<file path="src/rtl/load_store_unit.sv">
// MEM-stage load/store unit: accepts one access per handshake, drives the data
// memory request, waits (with timeout) for completion and returns right-justified,
// zero-filled load data plus size/sign for the downstream sign extender.
module load_store_unit #(
  parameter int unsigned TIMEOUT = 255
) (
  input  logic        clock,
  input  logic        reset,
  input  logic        req_valid,
  output logic        req_ready,
  input  logic        req_rw,
  input  logic [31:0] req_addr,
  input  logic [31:0] req_wdata,
  input  logic [1:0]  req_size,
  input  logic        req_sign,
  output logic        mem_req,
  output logic [31:0] mem_addr,
  output logic        mem_rw,
  output logic [31:0] mem_wdata,
  output logic [3:0]  mem_be,
  input  logic [31:0] mem_rdata,
  input  logic        mem_ready,
  output logic        ld_valid,
  output logic [31:0] ld_data,
  output logic [1:0]  ld_size,
  output logic        ld_sign,
  output logic        ld_err
);

  localparam logic [7:0] TIMEOUT_C = 8'(TIMEOUT);

  typedef enum logic [1:0] {
    S_IDLE = 2'd0,
    S_WAIT = 2'd1,
    S_RESP = 2'd2
  } state_t;

  state_t      state_q, state_d;
  logic        req_ready_q, req_ready_d;
  logic        mem_req_q, mem_req_d;
  logic [31:0] mem_addr_q, mem_addr_d;
  logic        mem_rw_q, mem_rw_d;
  logic [31:0] mem_wdata_q, mem_wdata_d;
  logic [3:0]  mem_be_q, mem_be_d;
  logic        ld_valid_q, ld_valid_d;
  logic [31:0] ld_data_q, ld_data_d;
  logic [1:0]  ld_size_q, ld_size_d;
  logic        ld_sign_q, ld_sign_d;
  logic        ld_err_q, ld_err_d;
  logic        rw_q, rw_d;
  logic [1:0]  off_q, off_d;
  logic [1:0]  size_q, size_d;
  logic        sign_q, sign_d;
  logic [7:0]  cnt_q, cnt_d;

  // Access alignment: word on 4, half on 2, byte anywhere, size 3 never.
  function automatic logic misaligned(input logic [1:0] off, input logic [1:0] size);
    case (size)
      2'd0:    return (off != 2'd0);
      2'd1:    return off[0];
      2'd2:    return 1'b0;
      default: return 1'b1;
    endcase
  endfunction

  // Byte enables of the addressed lanes (big-endian: offset 0 is bit 3).
  function automatic logic [3:0] lane_be(input logic [1:0] off, input logic [1:0] size);
    case (size)
      2'd1:    return off[1] ? 4'b0011 : 4'b1100;
      2'd2:    return 4'b1000 >> off;
      default: return 4'b1111;
    endcase
  endfunction

  // Store data replicated across all lanes.
  function automatic logic [31:0] lane_wdata(input logic [31:0] wdata, input logic [1:0] size);
    case (size)
      2'd1:    return {2{wdata[15:0]}};
      2'd2:    return {4{wdata[7:0]}};
      default: return wdata;
    endcase
  endfunction

  // Load data right-justified and zero-filled.
  function automatic logic [31:0] align_load(input logic [31:0] rdata, input logic [1:0] off,
                                             input logic [1:0] size);
    case (size)
      2'd1:    return off[1] ? {16'h0, rdata[15:0]} : {16'h0, rdata[31:16]};
      2'd2: begin
        case (off)
          2'd0:    return {24'h0, rdata[31:24]};
          2'd1:    return {24'h0, rdata[23:16]};
          2'd2:    return {24'h0, rdata[15:8]};
          default: return {24'h0, rdata[7:0]};
        endcase
      end
      default: return rdata;
    endcase
  endfunction

  // Next-state and registered-output computation.
  always_comb begin
    state_d     = state_q;
    req_ready_d = req_ready_q;
    mem_req_d   = mem_req_q;
    mem_addr_d  = mem_addr_q;
    mem_rw_d    = mem_rw_q;
    mem_wdata_d = mem_wdata_q;
    mem_be_d    = mem_be_q;
    ld_valid_d  = 1'b0;
    ld_data_d   = ld_data_q;
    ld_size_d   = ld_size_q;
    ld_sign_d   = ld_sign_q;
    ld_err_d    = ld_err_q;
    rw_d        = rw_q;
    off_d       = off_q;
    size_d      = size_q;
    sign_d      = sign_q;
    cnt_d       = cnt_q;

    case (state_q)
      S_IDLE: begin
        if (req_valid) begin
          req_ready_d = 1'b0;
          rw_d        = req_rw;
          off_d       = req_addr[1:0];
          size_d      = req_size;
          sign_d      = req_sign;
          if (misaligned(req_addr[1:0], req_size)) begin
            // No memory traffic; report the error directly.
            state_d    = S_RESP;
            ld_valid_d = 1'b1;
            ld_err_d   = 1'b1;
            ld_data_d  = 32'h0;
            ld_size_d  = req_size;
            ld_sign_d  = req_sign;
          end else begin
            state_d     = S_WAIT;
            cnt_d       = 8'd0;
            mem_req_d   = 1'b1;
            mem_addr_d  = {req_addr[31:2], 2'b00};
            mem_rw_d    = req_rw;
            mem_wdata_d = req_rw ? lane_wdata(req_wdata, req_size) : 32'h0;
            mem_be_d    = lane_be(req_addr[1:0], req_size);
          end
        end
      end

      S_WAIT: begin
        if (mem_ready) begin
          // Completion takes priority over a coincident timeout.
          state_d    = S_RESP;
          mem_req_d  = 1'b0;
          mem_be_d   = 4'h0;
          ld_valid_d = 1'b1;
          ld_err_d   = 1'b0;
          ld_data_d  = rw_q ? 32'h0 : align_load(mem_rdata, off_q, size_q);
          ld_size_d  = size_q;
          ld_sign_d  = sign_q;
        end else begin
          cnt_d = cnt_q + 8'd1;
          if (cnt_d == TIMEOUT_C) begin
            state_d    = S_RESP;
            mem_req_d  = 1'b0;
            mem_be_d   = 4'h0;
            ld_valid_d = 1'b1;
            ld_err_d   = 1'b1;
            ld_data_d  = 32'h0;
            ld_size_d  = size_q;
            ld_sign_d  = sign_q;
          end
        end
      end

      S_RESP: begin
        state_d     = S_IDLE;
        req_ready_d = 1'b1;
      end

      default: begin
        state_d     = S_IDLE;
        req_ready_d = 1'b1;
        mem_req_d   = 1'b0;
        mem_be_d    = 4'h0;
      end
    endcase
  end

  // State and output registers with synchronous reset.
  always_ff @(posedge clock) begin
    if (reset) begin
      state_q     <= S_IDLE;
      req_ready_q <= 1'b1;
      mem_req_q   <= 1'b0;
      mem_addr_q  <= 32'h0;
      mem_rw_q    <= 1'b0;
      mem_wdata_q <= 32'h0;
      mem_be_q    <= 4'h0;
      ld_valid_q  <= 1'b0;
      ld_data_q   <= 32'h0;
      ld_size_q   <= 2'd0;
      ld_sign_q   <= 1'b0;
      ld_err_q    <= 1'b0;
      rw_q        <= 1'b0;
      off_q       <= 2'd0;
      size_q      <= 2'd0;
      sign_q      <= 1'b0;
      cnt_q       <= 8'd0;
    end else begin
      state_q     <= state_d;
      req_ready_q <= req_ready_d;
      mem_req_q   <= mem_req_d;
      mem_addr_q  <= mem_addr_d;
      mem_rw_q    <= mem_rw_d;
      mem_wdata_q <= mem_wdata_d;
      mem_be_q    <= mem_be_d;
      ld_valid_q  <= ld_valid_d;
      ld_data_q   <= ld_data_d;
      ld_size_q   <= ld_size_d;
      ld_sign_q   <= ld_sign_d;
      ld_err_q    <= ld_err_d;
      rw_q        <= rw_d;
      off_q       <= off_d;
      size_q      <= size_d;
      sign_q      <= sign_d;
      cnt_q       <= cnt_d;
    end
  end

  assign req_ready = req_ready_q;
  assign mem_req   = mem_req_q;
  assign mem_addr  = mem_addr_q;
  assign mem_rw    = mem_rw_q;
  assign mem_wdata = mem_wdata_q;
  assign mem_be    = mem_be_q;
  assign ld_valid  = ld_valid_q;
  assign ld_data   = ld_data_q;
  assign ld_size   = ld_size_q;
  assign ld_sign   = ld_sign_q;
  assign ld_err    = ld_err_q;

endmodule

</file>
<file path="config.mk">
export PLATFORM = sky130hd
export DESIGN_NAME = load_store_unit
export DESIGN_NICKNAME = d
export VERILOG_FILES = /design/src/rtl/load_store_unit.sv
export SDC_FILE = /design/constraint.sdc
export NUM_CORES = 1
export LEC_CHECK = 0
export ABC_AREA = 1
export ABC_CLOCK_PERIOD_IN_PS = 2700
export BUFFER_PORTS_ARGS = -buffer_cell sky130_fd_sc_hd__buf_2
export CAP_MARGIN = 0
export CORE_AREA = 3 3 94 132
export CTS_CLUSTER_DIAMETER = 80
export DETAILED_ROUTE_END_ITERATION = 12
export DIE_AREA = 0 0 97 135
export GPL_ROUTABILITY_DRIVEN = 0
export MAX_ROUTING_LAYER = met4
export PLACE_DENSITY = 0.8
export SYNTH_ARGS = -nofsm -noshare
export SYNTH_HDL_FRONTEND = slang
export SYNTH_SLANG_ARGS = --single-unit
</file>
<file path="constraint.sdc">
create_clock -name clock -period 2.7 [get_ports clock]
set_input_delay 0.27 -clock clock [delete_from_list [all_inputs] [get_ports clock]]
set_output_delay 0.27 -clock clock [all_outputs]
set_load 0.05 [all_outputs]
</file>
Yosys cells after proc, flatten, opt, wreduce, memory -nomap -nowiden
Index checks and enable logic that the tools add are counted.

Bits in registers: 122. Latch bits: 0. Memory bits (writable): 0. ROM bits: 0. Input bits: 104. Word-level logic and storage cells: 105. Memories: 0.

Add/subtract/negate cells: 1. Multipliers: 0. Div/mod/pow operators: 0. Order comparisons: 0. Equal/unequal tests: 14. Shift-type cells: 1. Muxes and demuxes: 57. Bitwise operators: 3. Reduce and logical (&&, ||, !) cells: 12.

Operators by type and width (count): 2-to-1 mux 32 bit (6); case mux 32 bit (2 select lines) (3); 2-to-1 mux 8 bit (3); case mux 8 bit (3 select lines) (1); 2-to-1 mux 4 bit (5); 2-to-1 mux 1 bit (19); 2-to-1 mux 16 bit (1); 2-to-1 mux 2 bit (8); case mux 8 bit (2 select lines) (1); case mux 4 bit (3 select lines) (1); AND reduction 4 bit (3); adder 8 x 1 -> 8 bit, second input constant (1); == test 2 x 1 -> 1 bit, second input constant (4); == test 2 bit, second input constant (4); == test 8 bit, second input constant (1); != test 2 bit, second input constant (4); case mux 1 bit (2 select lines) (4); case mux 2 bit (2 select lines) (2); case mux 4 bit (2 select lines) (1); zero test 2 bit (3); case mux 1 bit (3 select lines) (2); AND reduction 2 bit (3); nonzero test 2 bit (2); >> shifter 4 x 2 -> 4 bit, first input constant (1); 3 further kinds (5).

Depth between registers and ports, before layout
Depth in word-level cells: 7. Gate-level depth with buffers: 15.

Least setup slack after synthesis
OpenSTA, ideal clock, no wires.

Path kind: reg-to-reg. From: register cnt_q[1]. To: register ld_data_q[10], in the netlist ld_data[10]. Setup time: 0.132 ns. Arrival: 1.532 ns. Required time: 2.568 ns. Setup slack: 1.035 ns. Cell stages (with the launch flop): 14. Period minus slack after synthesis: 1.665 ns. Cell sequence: dfxtp_1 -> ha_1 -> nand2_2 -> nor2_2 -> nand2_1 -> nand2_1 -> nand2_1 -> nor2_2 -> nand2_2 -> nand2_4 -> nand3_4 -> buf_4 -> nand2_1 -> a21oi_1.

Word-level cells in the longest chain between the ends: 4.

RTL lines: from (decl) (line 54) `logic [7:0] cnt_q, cnt_d;`; from (signal assigned) (line 226) `cnt_q <= cnt_d;`; adder 8 x 1 -> 8 bit (line 161) `cnt_d = cnt_q + 8'd1;`; == test 8 bit (line 162) `if (cnt_d == TIMEOUT_C) begin`; != test 3 bit (no source line); AND reduction 4 bit (no source line); to (signal assigned) (line 218) `ld_data_q <= ld_data_d;`; to (decl) (line 46) `logic [31:0] ld_data_q, ld_data_d;`.

No other way between the ends. A chain may end at the register's enable or synchronous reset.

Worst setup path after layout
From: register cnt_q[1]. To: register ld_size_q[0], in the netlist ld_size[0].

Word-level cells in the longest chain between the ends: 4.

RTL lines: adder 8 x 1 -> 8 bit (line 161); == test 8 bit (line 162); != test 3 bit (no source line); AND reduction 4 bit (no source line); to (signal assigned) (line 219) `ld_size_q <= ld_size_d;`; to (decl) (line 47) `logic [1:0] ld_size_q, ld_size_d;`.

No other way between the ends.

==> results.py <==
metrics = {
    "yosys": {
        "synthAdderAreaFrac_pct": 1.77,
        "synth_xor_area_share_pct": 0,
        "ys_seq_area_share_pct": 43.2,
        "synth_ff_type": "dfxtp_1",
        "syn_avg_cell_area_um2": 6.98,
        "async_flop_share_pct": 0,
        "synth-seq-cells": 122,
        "ys_types": 31,
        "synthMuxAreaShare_pct": 0,
        "yosys.area.top_type": "dfxtp_1",
        "synth-warning-count": 0,
        "synth_edf_count": 0,
        "synth.area.top_cells": "dfxtp_1 (43%), nand2_1 (16%), a21oi_1 (11%), nand3_1 (4.7%), inv_1 (4.4%)",
        "synth_top_family_by_area": "simple AND/OR/NAND/NOR gates",
        "yosys.area_share.simple_pct": 26.5,
        "syn_area_mm2": 0.00566,
        "synth_compound_area_share_pct": 19.9,
        "yosysTopAreaCellShare_pct": 43.2,
        "syn_inst": 811,
    },
    "timing": {
        "finalCritPeriodShare_pct": 78.5,
        "hold_violations": 0,
        "finalWorstSetupSlack_ns": 0.581,
        "max_freq_ghz": 0.472,
        "setup_tns_ns": 0,
        "slew_viol_final": 0,
        "fin_skew_ns": 0.00837,
        "maxSlewHeadroom_pct": 52.6,
        "rsz0062_at_grt": "no",
        "setup_viol": 0,
        "worst_slew_pin_slew_ns": 0.712,
        "fin_crit_ns": 2.12,
    },
    "clocking": {
        "h-tree-depth": 4,
        "cts.sinks": 122,
        "cts_tree": "built",
        "cts_buffers": 17,
        "clk_pin_slew_ns": 0.06,
        "cts_hold_buffers": 0,
        "clkLatencyLatePin_ns": 0.41,
        "postCtsSetupBuffers": 0,
        "cts_max_path_buffers": 2,
        "root_buffer": "clkbuf_16",
        "cts_resized": 0,
    },
    "die": {
        "coreArea_mm2": 0.0113,
        "ios": 212,
        "dieArea_mm2": 0.0131,
        "rows": 46,
        "die_h_um": 135,
        "die_w_um": 97,
        "initial_utilization_pct": 49.9,
    },
    "drt": {
        "routed_via_density": 5.23,
        "num_vias": 6071,
        "first_pass_iters": 5,
        "antenna_left": 0,
        "drt_iter0_markers": 290,
        "drc": 0,
        "wire_per_inst_um": 14.1,
        "wirelength_um": 16400,
    },
    "worst_setup_path": {
        "startpoint_type": "flip-flop",
        "cp_top_family": "simple AND/OR/NAND/NOR gates",
        "crit_top_cell": "nand2_1",
        "path_class": "flip-flop to flip-flop",
        "required_ns": 3.04,
        "max_stage_delay_ns": 0.42,
        "worstPathMaxFanout": 41,
        "slowest_stage": "dfxtp_1",
        "end_kind": "flip-flop",
        "cp.arrival_ns": 2.46,
        "worstPathCellList": "ha_1, nand2_2, nor2_2, nand2_1, nand2_1, nand2_1, nor2_2, nand2_2, nand2_4, nand3_4, nand2_1, nand2_1, nor2_1",
        "worstPathBufferInverterCount": 0,
    },
    "place": {
        "dp_hpwl_um": 11700,
        "placedInstanceArea_mm2": 0.00675,
        "port_buffers": 209,
        "place_ws_ns": 0.631,
    },
    "cells_and_area": {
        "multi_input_area_mm2": 0.00273,
        "regArea_mm2": 0.00244,
        "syn_to_final_growth_pct": 29.4,
        "finalNetCount": 1114,
        "fillers": 1030,
        "fin_area_mm2": 0.00732,
        "layout-drive-gt1-share_pct": 26.8,
    },
    "worst_hold_path": {
        "hp-class": "primary input to flip-flop",
    },
    "global_route": {
        "grt_max_degree": 66,
        "first_global_vias": 5712,
        "grt_overflow": 0,
        "antenna_found_initial": 2,
        "grt_pass1_wl_um": 26600,
        "track_usage_pct": 25.3,
    },
    "flow_run": {
        "cap_violations": 0,
    },
    "power_and_ir_drop": {
        "peakVddDrop_uv": 463,
        "cellLeakagePower_nw": 3.45,
        "power_density_mw_per_mm2": 709,
    },
    "outcome": {
        "status": "complete, no violations",
    },
}
[placed cells by master (no fill, tap or decap), drive strengths merged, types with 3 or more instances in the layout]
cell type,Yosys,final
nand2,246,246
buf,18,220
a21oi,125,125
dfxtp,122,122
inv,70,70
nand3,55,55
o21ai,47,47
nor2,45,45
clkbuf,31,20
o211ai,14,14
o2111ai,11,11
ha,8,8
clkinv,0,7
nand4,4,4
nor3,4,4
clkinvlp,0,3
[final timing paths]
| kind | startpoint | endpoint | slack (ns) | depth (start not counted) |
|---|---|---|---|---|
| max reg2reg | cnt_q[1]$_SDFFE_PP0P_ | ld_size[0]$_SDFFE_PP0P_ | 0.58 | 13 |
| min reg2reg | mem_addr[23]$_SDFFE_PP0P_ | mem_addr[23]$_SDFFE_PP0P_ | 0.46 | 2 |
| min | req_addr[6] | mem_addr[6]$_SDFFE_PP0P_ | 0.13 | 3 |
| max | cnt_q[1]$_SDFFE_PP0P_ | ld_size[0]$_SDFFE_PP0P_ | 0.58 | 13 |
[per-layer routing]
metal  global-route usage, %  routed length, um  vias to the layer above
met5                       -                  0                        -
met4                    11.2                509                        0
met3                    5.53               1140                       45
met2                    41.2               8080                      249
met1                    30.1               6680                     2736
li1                        -                  -                     3041
[synthesized netlist by cell type (5+ instances only)]
library cell / count
dfxtp_1: 122
buf_2: 9
nand2_1: 240
ha_1: 8
clkbuf_1: 31
nand3_1: 53
o211ai_1: 14
nor2_1: 38
nand2_2: 5
nor2_2: 5
o21ai_0: 46
inv_1: 66
buf_4: 5
a21oi_1: 125
o2111ai_1: 11
[logic make-up (layout without fill, tap and decap cells)]
group           after synthesis  in the layout
simple gates                356            356
compound gates              205            205
flops                       122            122
buf+inv                     119            322
fa+ha+maj                     8              8
other cells                   1              4
[tightest hold or removal path, stage by stage]
cell	delay (ns)
buf_2	0.09
nand3_1	0.06
a21oi_1	0.06
[flip-flops by register name (all words and copies together), names as in the netlist, 2 cells and up]
register   count
mem_addr      30
state_q        2
cnt_q          8
mem_wdata     32
mem_be         4
ld_data       32
ld_size        2
size_q         2
off_q          2
[area by class of cell]
type / count / share of cell area (%)
multi-input combinational: 571 / 37.3
sequential: 122 / 33.3
timing repair buffer: 220 / 15.4
clock buffer: 20 / 6.10
inverter: 70 / 3.59
tap: 144 / 2.46
clock inverter: 12 / 1.71
antenna: 2 / 0.0683
[report_power, final]
| group | leakage (nW) | internal, mW | switching [mW] |
|---|---|---|---|
| Sequential | 0.992 | 1.90 | 0.0581 |
| Clock | 0.276 | 1.38 | 0.819 |
| Combinational | 2.18 | 0.282 | 0.764 |
| Total | 3.45 | 3.55 | 1.64 |
[per-stage QoR]
| stage | hold WS [ns] | total power [mW] | cells | util [%] |
|---|---|---|---|---|
| 2_1_floorplan | 0.412 | 2.75 | 812 | - |
| 3_3_place_gp | 0.441 | 3.03 | 1127 | 59.5 |
| 3_5_place_dp | 0.447 | 3.04 | 1127 | 59.5 |
| 4_1_cts | 0.120 | 5.23 | 1159 | 64.6 |
| 5_1_grt | 0.123 | 5.43 | 1161 | 64.6 |
| 6_report | 0.128 | 5.20 | 1161 | 64.6 |
(Power assumes the default switching activity.)
